### config.mk
export PLATFORM = sky130hd
export DESIGN_NAME = imem_loader
export DESIGN_NICKNAME = d
export VERILOG_FILES = /design/src/rtl/imem_loader_pkg.sv /design/src/rtl/imem_loader_byte_packer.sv /design/src/rtl/imem_loader.sv
export SDC_FILE = /design/constraint.sdc
export NUM_CORES = 1
export LEC_CHECK = 0
export ABC_AREA = 0
export CORE_ASPECT_RATIO = 0.8
export CORE_MARGIN = 2
export CORE_UTILIZATION = 49
export CTS_CLUSTER_DIAMETER = 200
export DETAILED_ROUTE_END_ITERATION = 10
export PLACE_DENSITY = 0.86
export SLEW_MARGIN = 30
export SYNTH_ARGS = -nofsm -noshare
export SYNTH_HDL_FRONTEND = slang
export SYNTH_SLANG_ARGS = --single-unit
### constraint.sdc
create_clock -name clk -period 2.2 [get_ports clk]
set_clock_uncertainty 0.2 [all_clocks]
set_input_delay 0.33 -clock clk [delete_from_list [all_inputs] [get_ports clk]]
set_output_delay 0.33 -clock clk [all_outputs]
set_load 0.01 [all_outputs]
### src/rtl/imem_loader_pkg.sv
// rtl/imem_loader_pkg.sv - shared states and constants for the instruction-memory loader
package imem_loader_pkg;

    typedef enum logic [2:0] {
        ST_IDLE,
        ST_HDR,
        ST_DATA,
        ST_WRITE,
        ST_CSUM,
        ST_DONE
    } ldr_state_t;

    localparam logic [7:0] SYNC_DEFAULT = 8'hA5;
    localparam int         HDR_BYTES    = 4;

endpackage

### src/rtl/imem_loader_byte_packer.sv
// rtl/imem_loader_byte_packer.sv - packs bytes MSB-first into 32-bit words
// Running-XOR checksum accumulator exists only when IMEM_LOADER_CSUM_EN is defined.
module byte_packer (
    input  logic        clk,
    input  logic        rst,
    input  logic        clr,
    input  logic        shift_en,
    input  logic [7:0]  byte_in,
`ifdef IMEM_LOADER_CSUM_EN
    input  logic        acc_en,
    output logic [7:0]  csum,
`endif
    output logic [31:0] word,
    output logic        word_full
);

    logic [31:0] word_q, word_d;
    logic [1:0]  idx_q, idx_d;

    always_comb begin
        word_d = word_q;
        idx_d  = idx_q;
        if (clr) begin
            word_d = '0;
            idx_d  = '0;
        end else if (shift_en) begin
            word_d = {word_q[23:0], byte_in};
            idx_d  = idx_q + 2'd1;
        end
    end

    always_ff @(posedge clk or posedge rst) begin
        if (rst) begin
            word_q <= '0;
            idx_q  <= '0;
        end else begin
            word_q <= word_d;
            idx_q  <= idx_d;
        end
    end

    assign word = word_q;
    // Three bytes held: the next shift completes the word.
    assign word_full = (idx_q == 2'd3);

`ifdef IMEM_LOADER_CSUM_EN
    logic [7:0] csum_q, csum_d;

    always_comb begin
        csum_d = csum_q;
        if (clr) begin
            csum_d = '0;
        end else if (acc_en) begin
            csum_d = csum_q ^ byte_in;
        end
    end

    always_ff @(posedge clk or posedge rst) begin
        if (rst) begin
            csum_q <= '0;
        end else begin
            csum_q <= csum_d;
        end
    end

    assign csum = csum_q;
`endif

endmodule

### src/rtl/imem_loader.sv
// rtl/imem_loader.sv - framed byte stream to instruction-memory word writes, holds the core while loading
// Optional trailing checksum byte enabled by defining IMEM_LOADER_CSUM_EN.
module imem_loader
    import imem_loader_pkg::*;
#(
    parameter int         AW   = 10,
    parameter logic [7:0] SYNC = SYNC_DEFAULT
) (
    input  logic          clk,
    input  logic          rst,
    input  logic          in_valid,
    input  logic [7:0]    in_data,
    output logic          in_ready,
    output logic          imem_we,
    output logic [AW-1:0] imem_addr,
    output logic [31:0]   imem_wdata,
    output logic          cpu_hold,
    output logic          done,
    output logic          err
);

    ldr_state_t    state_q, state_d;
    logic [1:0]    hdr_idx_q, hdr_idx_d;
    logic [7:0]    hdr_hi_q, hdr_hi_d;
    logic [AW-1:0] addr_q, addr_d;
    logic [15:0]   cnt_q, cnt_d;
    logic          we_q, we_d;
    logic          done_q, done_d;
    logic          hold_q, hold_d;

    logic          xfer;
    logic          finish;
    logic [15:0]   hdr_word;
    logic          pk_clr, pk_shift;
    logic [31:0]   pk_word;
    logic          pk_full;

`ifdef IMEM_LOADER_CSUM_EN
    logic          err_q, err_d;
    logic          pk_acc;
    logic [7:0]    pk_csum;
`endif

    assign xfer     = in_valid && in_ready;
    assign hdr_word = {hdr_hi_q, in_data};

    always_comb begin
        state_d   = state_q;
        hdr_idx_d = hdr_idx_q;
        hdr_hi_d  = hdr_hi_q;
        addr_d    = addr_q;
        cnt_d     = cnt_q;
        we_d      = 1'b0;
        done_d    = 1'b0;
        hold_d    = hold_q;
        finish    = 1'b0;
        pk_clr    = 1'b0;
        pk_shift  = 1'b0;
`ifdef IMEM_LOADER_CSUM_EN
        err_d     = err_q;
        pk_acc    = 1'b0;
`endif
        case (state_q)
            ST_IDLE: begin
                if (xfer && in_data == SYNC) begin
                    state_d   = ST_HDR;
                    hdr_idx_d = '0;
                    hold_d    = 1'b1;
                    pk_clr    = 1'b1;
`ifdef IMEM_LOADER_CSUM_EN
                    err_d     = 1'b0;
`endif
                end
            end
            ST_HDR: begin
                if (xfer) begin
`ifdef IMEM_LOADER_CSUM_EN
                    pk_acc    = 1'b1;
`endif
                    hdr_idx_d = hdr_idx_q + 2'd1;
                    hdr_hi_d  = in_data;
                    if (hdr_idx_q == 2'd1) begin
                        addr_d = hdr_word[AW-1:0];
                    end
                    if (hdr_idx_q == 2'(HDR_BYTES - 1)) begin
                        cnt_d = hdr_word;
                        if (hdr_word == 16'd0) begin
                            finish = 1'b1;
                        end else begin
                            state_d = ST_DATA;
                        end
                    end
                end
            end
            ST_DATA: begin
                if (xfer) begin
                    pk_shift = 1'b1;
`ifdef IMEM_LOADER_CSUM_EN
                    pk_acc   = 1'b1;
`endif
                    if (pk_full) begin
                        state_d = ST_WRITE;
                        we_d    = 1'b1;
                    end
                end
            end
            ST_WRITE: begin
                addr_d = addr_q + 1'b1;
                cnt_d  = cnt_q - 16'd1;
                if (cnt_q != 16'd1) begin
                    state_d = ST_DATA;
                end else begin
                    finish = 1'b1;
                end
            end
`ifdef IMEM_LOADER_CSUM_EN
            ST_CSUM: begin
                if (xfer) begin
                    if (in_data != pk_csum) begin
                        err_d = 1'b1;
                    end
                    state_d = ST_DONE;
                    done_d  = 1'b1;
                    hold_d  = 1'b0;
                end
            end
`endif
            ST_DONE: begin
                state_d = ST_IDLE;
            end
            default: begin
                state_d = ST_IDLE;
            end
        endcase

        // End of payload: either collect the checksum byte or close the frame now.
        if (finish) begin
`ifdef IMEM_LOADER_CSUM_EN
            state_d = ST_CSUM;
`else
            state_d = ST_DONE;
            done_d  = 1'b1;
            hold_d  = 1'b0;
`endif
        end
    end

    always_ff @(posedge clk or posedge rst) begin
        if (rst) begin
            state_q   <= ST_IDLE;
            hdr_idx_q <= '0;
            hdr_hi_q  <= '0;
            addr_q    <= '0;
            cnt_q     <= '0;
            we_q      <= 1'b0;
            done_q    <= 1'b0;
            hold_q    <= 1'b0;
        end else begin
            state_q   <= state_d;
            hdr_idx_q <= hdr_idx_d;
            hdr_hi_q  <= hdr_hi_d;
            addr_q    <= addr_d;
            cnt_q     <= cnt_d;
            we_q      <= we_d;
            done_q    <= done_d;
            hold_q    <= hold_d;
        end
    end

`ifdef IMEM_LOADER_CSUM_EN
    always_ff @(posedge clk or posedge rst) begin
        if (rst) begin
            err_q <= 1'b0;
        end else begin
            err_q <= err_d;
        end
    end
    assign err = err_q;
`else
    assign err = 1'b0;
`endif

    byte_packer u_packer (
        .clk       (clk),
        .rst       (rst),
        .clr       (pk_clr),
        .shift_en  (pk_shift),
        .byte_in   (in_data),
`ifdef IMEM_LOADER_CSUM_EN
        .acc_en    (pk_acc),
        .csum      (pk_csum),
`endif
        .word      (pk_word),
        .word_full (pk_full)
    );

    // Held low while in reset so no byte is taken before IDLE is live.
    assign in_ready = ~rst && (state_q == ST_IDLE || state_q == ST_HDR ||
                               state_q == ST_DATA || state_q == ST_CSUM);

    assign imem_we    = we_q;
    assign imem_addr  = addr_q;
    assign imem_wdata = pk_word;
    assign cpu_hold   = hold_q;
    assign done       = done_q;

endmodule

=== Word level (Yosys, flattened, before mapping) ===
Index checks and enable logic that the tools add are counted.

* Bits in registers: 76
* Latch bits: 0
* Memory bits (writable): 0
* Bits in read-only memories: 0
* Input port bits: 11
* Output and inout port bits: 47
* Logic and storage cells: 92
* Memories kept: 0

* $add $sub $neg: 4
* Multiply operators: 0
* Div/mod/pow operators: 0
* Magnitude comparators: 0
* Eq/ne operators: 20
* Shift operators: 0
* Mux-type cells: 38
* Bitwise logic cells: 1
* Reductions and logical operators: 19

{| class="wikitable"
|+ Operators with widths
! kind !! count
|-
| 32-bit 2-to-1 mux || 2
|-
| 16-bit 2-to-1 mux || 2
|-
| 16-bit one-hot mux with 2 select lines || 1
|-
| 3-bit 2-to-1 mux || 8
|-
| 3-bit != test, second input constant || 7
|-
| 10-bit 2-to-1 mux || 2
|-
| 10-bit one-hot mux with 2 select lines || 1
|-
| 16-bit zero test || 1
|-
| 16-bit by 1-bit != test with 1-bit output, second input constant || 1
|-
| 16-bit by 1-bit subtractor with 16-bit output, second input constant || 1
|-
| 1-bit 2-to-1 mux || 15
|-
| 3-bit one-hot mux with 4 select lines || 1
|-
| 10-bit by 1-bit adder with 10-bit output, second input constant || 1
|-
| 2-bit nonzero test || 5
|-
| 3-bit AND reduction || 3
|-
| 8-bit == test, second input constant || 1
|-
| 2-bit 2-to-1 mux || 4
|-
| 2-bit != test, second input constant || 4
|-
| 7-bit AND reduction || 1
|-
| 3-bit by 2-bit == test with 1-bit output, second input constant || 2
|-
| 2-bit by 1-bit adder with 2-bit output, second input constant || 2
|-
| 2-bit == test, second input constant || 2
|-
| 2-bit one-hot mux with 2 select lines || 1
|-
| 2-bit AND reduction || 2
|-
| other kinds (8) || 12
|}

=== Longest topological paths before layout ===
* Depth after elaboration: 10
* Depth in mapped cells: 7
* Gate-level depth less buffers: 6

=== Cells and area by module ===
Synthesis repeated with hierarchy kept, for this count alone.

* Cells, all modules: 367
* Area total of the unflattened synthesis: 3,833.7 µm²

{| class="wikitable"
|+ Modules (own cells, without submodules)
! module !! times used !! cells each !! area each (µm²) !! sequential area each (µm²)
|-
| imem_loader || 1 || 255 || 2,411.1 || 1,051.0
|-
| byte_packer || 1 || 112 || 1,422.6 || 850.8
|}

=== Worst setup path after synthesis ===
Ideal clock, no wire load.

* Kind: reg2reg
* Start: register cnt_q[0]
* End: register cnt_q[4]
* Library setup time: 0.126 ns
* Data arrival time: 1.457 ns
* Data required time: 1.874 ns
* Path slack: 0.418 ns
* Cell stages (with the launch flop): 7
* Path buffers: 0
* Clock period less this slack: 1.782 ns
* Cells stage by stage: dfrtp_1 > inv_1 > ha_1 > or3b_2 > nor2_1 > o2bb2ai_1 > a21oi_1

* Word-level cells in the longest chain between the ends: 2

{| class="wikitable"
|+ Ends and longest elaborated chain
! element !! RTL line !! RTL
|-
| from (decl) || imem_loader.sv:26 || <nowiki>logic [15:0] cnt_q, cnt_d;</nowiki>
|-
| from (signal assigned) || imem_loader.sv:163 || <nowiki>cnt_q <= cnt_d;</nowiki>
|-
| 16-bit by 1-bit subtractor with 16-bit output || imem_loader.sv:109 || <nowiki>cnt_d = cnt_q - 16'd1;</nowiki>
|-
| 16-bit one-hot mux with 2 select lines || imem_loader.sv:63 || <nowiki>case (state_q)</nowiki>
|}

No other way between the ends.
A chain may end at the register's enable or synchronous reset.

=== Final worst setup path ===
* Start: register cnt_q[0]
* End: register cnt_q[12]

Same word-level chain as after synthesis.

==> results.txt <==
* Result of the run: complete, no violations
- The final route contains approximately 3600 vias.
* Final hold violation count: 0
- For flop-to-flop paths, the worst setup slack is 0.16 ns.
* Post-Route WL: 10100 µm
* Number of maximum-capacitance constraint violations: 0
- For the worst flop-to-flop path, the logic depth is 6.
- After global routing the overflow that remains totals 0.
- In this run the worst setup path begins at cnt_q[0].
- Cell with the most instances after synthesis: sky130_fd_sc_hd__nand2_1
- Post-DR wirelength/cell: 16.4 µm
* DIE WIDTH: 103 µm
* Fraction of synthesized cell area taken by the top area cell type: 0.492
* Power Density: 597 nW/µm²
- After synthesis, the share of flip-flops with an asynchronous set or reset is 1.00.
* WHS Endpoint: hdr_hi_q[7]
- For this run, the leading register cell type out of synthesis is sky130_fd_sc_hd__dfrtp_1.
- Layout cell share with drive strength beyond 1: 0.127
- Slew Limit Fails: 0
- 58 I/O pins were placed.
- The floorplan has 28 rows.
* Data arrival time of the critical path: 2.13 ns
* Crit Path Category: reg -> reg
* Critical R2R Launch: cnt_q[0]
* EDFF count, synth: 0
- In this run the remaining antenna-violating nets after routing total 0.
* Die area: 8630 µm²
* Area leader, netlist: sky130_fd_sc_hd__dfrtp_1
- Setup repair after global routing left no endpoint under its margin.
* Mean instance size in the synthesized netlist: 8.93 µm²
* Detailed-placement wirelength estimate: between 7000 and 8000 µm
- Setup violations remaining at the end of the flow were counted as 0.
* Tcrit/Tclk final: 0.928
- DRT Pass-1 Iters: 5
- Layout overhead on the synthesized area: 27.8%
- For this run, the number of Yosys warnings is 0.
- First-pass GRT wire length: 17000 µm
- The design draws ~3.0 mW.
* Worst hold path type: reg -> reg
- Via count of the first global-routing pass: between 3000 and 4000
* Setup_tns: 0 ns
- The initial antenna violation count is 0.
- Terminus of the critical flop-to-flop path: cnt_q[12]
- Walking the worst path, the cells encountered are inv_1 -> ha_1 -> nor3b_2 -> nand4_1 -> a21oi_1 -> o221a_1.
- Area of all sequential standard cells: roughly 1900 µm²
* Die span in y: approximately 83 µm
- After technology mapping, the gate count stands at between 400 and 500.
- Across every metal layer, demand over resource in global routing totals 0.249.
- For the pin with the worst max-slew slack, the measured transition is 0.505 ns.
- Total inserted antenna cells: 0
- TritonCTS clock tree: yes
* Starting density of the core: 0.514
* Longest individual stage delay on the worst path: 0.49 ns
- Routability-driven placement finished with a final weighted congestion of 0.954.
* Number of input and output port buffers inserted: 56
- Drt first-iter violations: 275
* Via density per instance: 5.87
* Post-CTS Repair Setup Buffers: 0
- For this design, the slowest cell found on the critical path is sky130_fd_sc_hd__dfrtp_1.
* Number of fill cells in the layout: 564
* Final worst setup slack: 0.159 ns
- The clock passes through at most 2 buffers.
- Area taken by multi-input logic gates: 1790 µm²
* Worst vdd ir: 301 µV
* Largest cells by area after synthesis: sky130_fd_sc_hd__dfrtp_1 49%, sky130_fd_sc_hd__nand2_1 11%, sky130_fd_sc_hd__a21oi_1 7.1%
* Most frequent cells after synthesis: 114 x sky130_fd_sc_hd__nand2_1, 76 x sky130_fd_sc_hd__dfrtp_1, 55 x sky130_fd_sc_hd__a21oi_1, 18 x sky130_fd_sc_hd__nor2_1, 18 x sky130_fd_sc_hd__o21ai_0
- Max H-tree Level: 3
* Count of cells along the worst hold path: 2
* Crit path launch type: flip-flop
- Largest fanout on the critical path: 7
- Post-layout minimum cycle time: 2.04 ns
- Quantity of hold-fixing buffers added after cts: 0
- Counting the buffers created by CTS gives 9.
- Prior to clock tree synthesis, the placed netlist has a worst setup slack of -0.103 ns.
- Counting every net in the synthesized netlist gives 450.
- Entering global routing, the biggest net connects 38 pins.
- Netlist area before placement: 3870 µm²
* Static Leakage: 2.12 nW
- Worst path buffer plus inverter count: 1
- Total DRC errors in the routed layout: 0
- Clock slew seen by the registers of the worst setup and hold paths: 0.08 ns
* Fin nets: 524
* Element type at the critical path end: flip-flop
- Peak Freq: 0.490 GHz
- The worst pin sits at a relative slew slack of 0.660.
- Clock insertion delay at the later pin of the skew report: ~0.35 ns
- Root buf cell: sky130_fd_sc_hd__clkbuf_8
- Area of the core region: around 7500 µm²
- Sequential share of the synthesized area: 0.492
* Num Clock Sinks: 76
- In this run the most critical hold path is launched from hdr_hi_q[7].
- STA puts the critical path data required time at 2.29 ns.
- Worst path top cell family by delay: simple AND/OR/NAND/NOR gates
* Yosys cell types: 56
* Flops & latches, synth: 76
## cell families after synthesis
kind of cell / count (synthesis) / synth area share
fa+ha+maj: 7 / 0.0220
buf+inv: 34 / 0.0459
simple gates: 197 / 0.252
compound gates: 116 / 0.183
xor+xnor: 1 / 0.00226
other cells: 1 / 0.000969
flops: 76 / 0.492
mux: 1 / 0.00291
## placed cells by master (no fill, tap or decap), types with 3 or more instances in the layout
master,instances
sky130_fd_sc_hd__inv_1,6
sky130_fd_sc_hd__and4_1,3
sky130_fd_sc_hd__and3_1,3
sky130_fd_sc_hd__a21o_1,3
sky130_fd_sc_hd__ha_1,6
sky130_fd_sc_hd__or3_1,3
sky130_fd_sc_hd__nor4_1,6
sky130_fd_sc_hd__nand2_1,114
sky130_fd_sc_hd__dfrtp_1,76
sky130_fd_sc_hd__nand4_1,7
sky130_fd_sc_hd__nand2b_1,4
sky130_fd_sc_hd__nor3_1,5
sky130_fd_sc_hd__buf_4,29
sky130_fd_sc_hd__a22oi_1,3
sky130_fd_sc_hd__inv_6,4
sky130_fd_sc_hd__nor2_1,18
sky130_fd_sc_hd__a2bb2oi_1,9
sky130_fd_sc_hd__o21ai_0,18
sky130_fd_sc_hd__buf_12,5
sky130_fd_sc_hd__clkbuf_8,11
sky130_fd_sc_hd__clkdlybuf4s50_1,55
sky130_fd_sc_hd__o22ai_1,9
sky130_fd_sc_hd__or4_1,4
sky130_fd_sc_hd__nand3_1,13
sky130_fd_sc_hd__a21oi_1,55
sky130_fd_sc_hd__o211ai_1,3
## worst max path at each step
stage / to / slack [ns] / cells after the start
floorplan: cnt_q[4] / 0.42 / 6
finish: cnt_q[12] / 0.16 / 6
global placement: state_q[0] / -0.08 / 5
detailed placement: state_q[0] / -0.10 / 5
global route: cnt_q[14] / 0.02 / 6
CTS: cnt_q[12] / 0.19 / 6
## timing repair
item                       in CTS  in global routing
hold endpoints to repair        0                  0
setup endpoints to repair       1                  0
resized for setup               1                  0
## metal layers
metal	GRT usage	share of wire	up-vias
met5	0	0	-
met2	0.379	0.48	146
li1	-	-	1683
met1	0.347	0.42	1761
met3	0.0544	0.073	34
met4	0.0969	0.030	0
## power breakdown
group / leakage (nW) / total (mW) / internal [mW] / switching, mW
logic: 0.994 / 0.298 / 0.145 / 0.153
clock network: 0.111 / 1.15 / 0.603 / 0.548
registers: 1.01 / 1.50 / 1.44 / 0.0599
total: 2.12 / 2.95 / 2.19 / 0.760
## state kept, by name (all words and copies together), names as in the netlist
signal          flops
cnt_q              16
cpu_hold            1
done                1
hdr_hi_q            8
hdr_idx_q           2
imem_addr          10
imem_we             1
state_q             3
u_packer.idx_q      2
u_packer.word      32
## worst register-to-register path, delay by kind of cell, from the launching register on
kind            cells  cell delay (ns)
simple gates        2             0.57
flops               1             0.49
compound gates      2             0.37
fa+ha+maj           1             0.26
buf+inv             1             0.10
## area by class of cell
type                       instances  share of cell area
clock inverter                     5              0.0132
timing repair buffer              90               0.177
sequential                        76               0.385
multi-input combinational        323               0.362
inverter                           7             0.00607
tap                              105              0.0266
clock buffer                      11              0.0306
## per-stage QoR
stage | std cells | hold slack [ns] | cell area [µm²] | utilization
floorplan | 433 | 0.235 | 3870 | -
global placement | 601 | 0.293 | 4730 | 0.628
detailed placement | 601 | 0.302 | 4730 | 0.628
CTS | 617 | 0.324 | 4950 | 0.657
global route | 617 | 0.346 | 4950 | 0.657
finish | 617 | 0.325 | 4950 | 0.657
(Power assumes the default switching activity.)
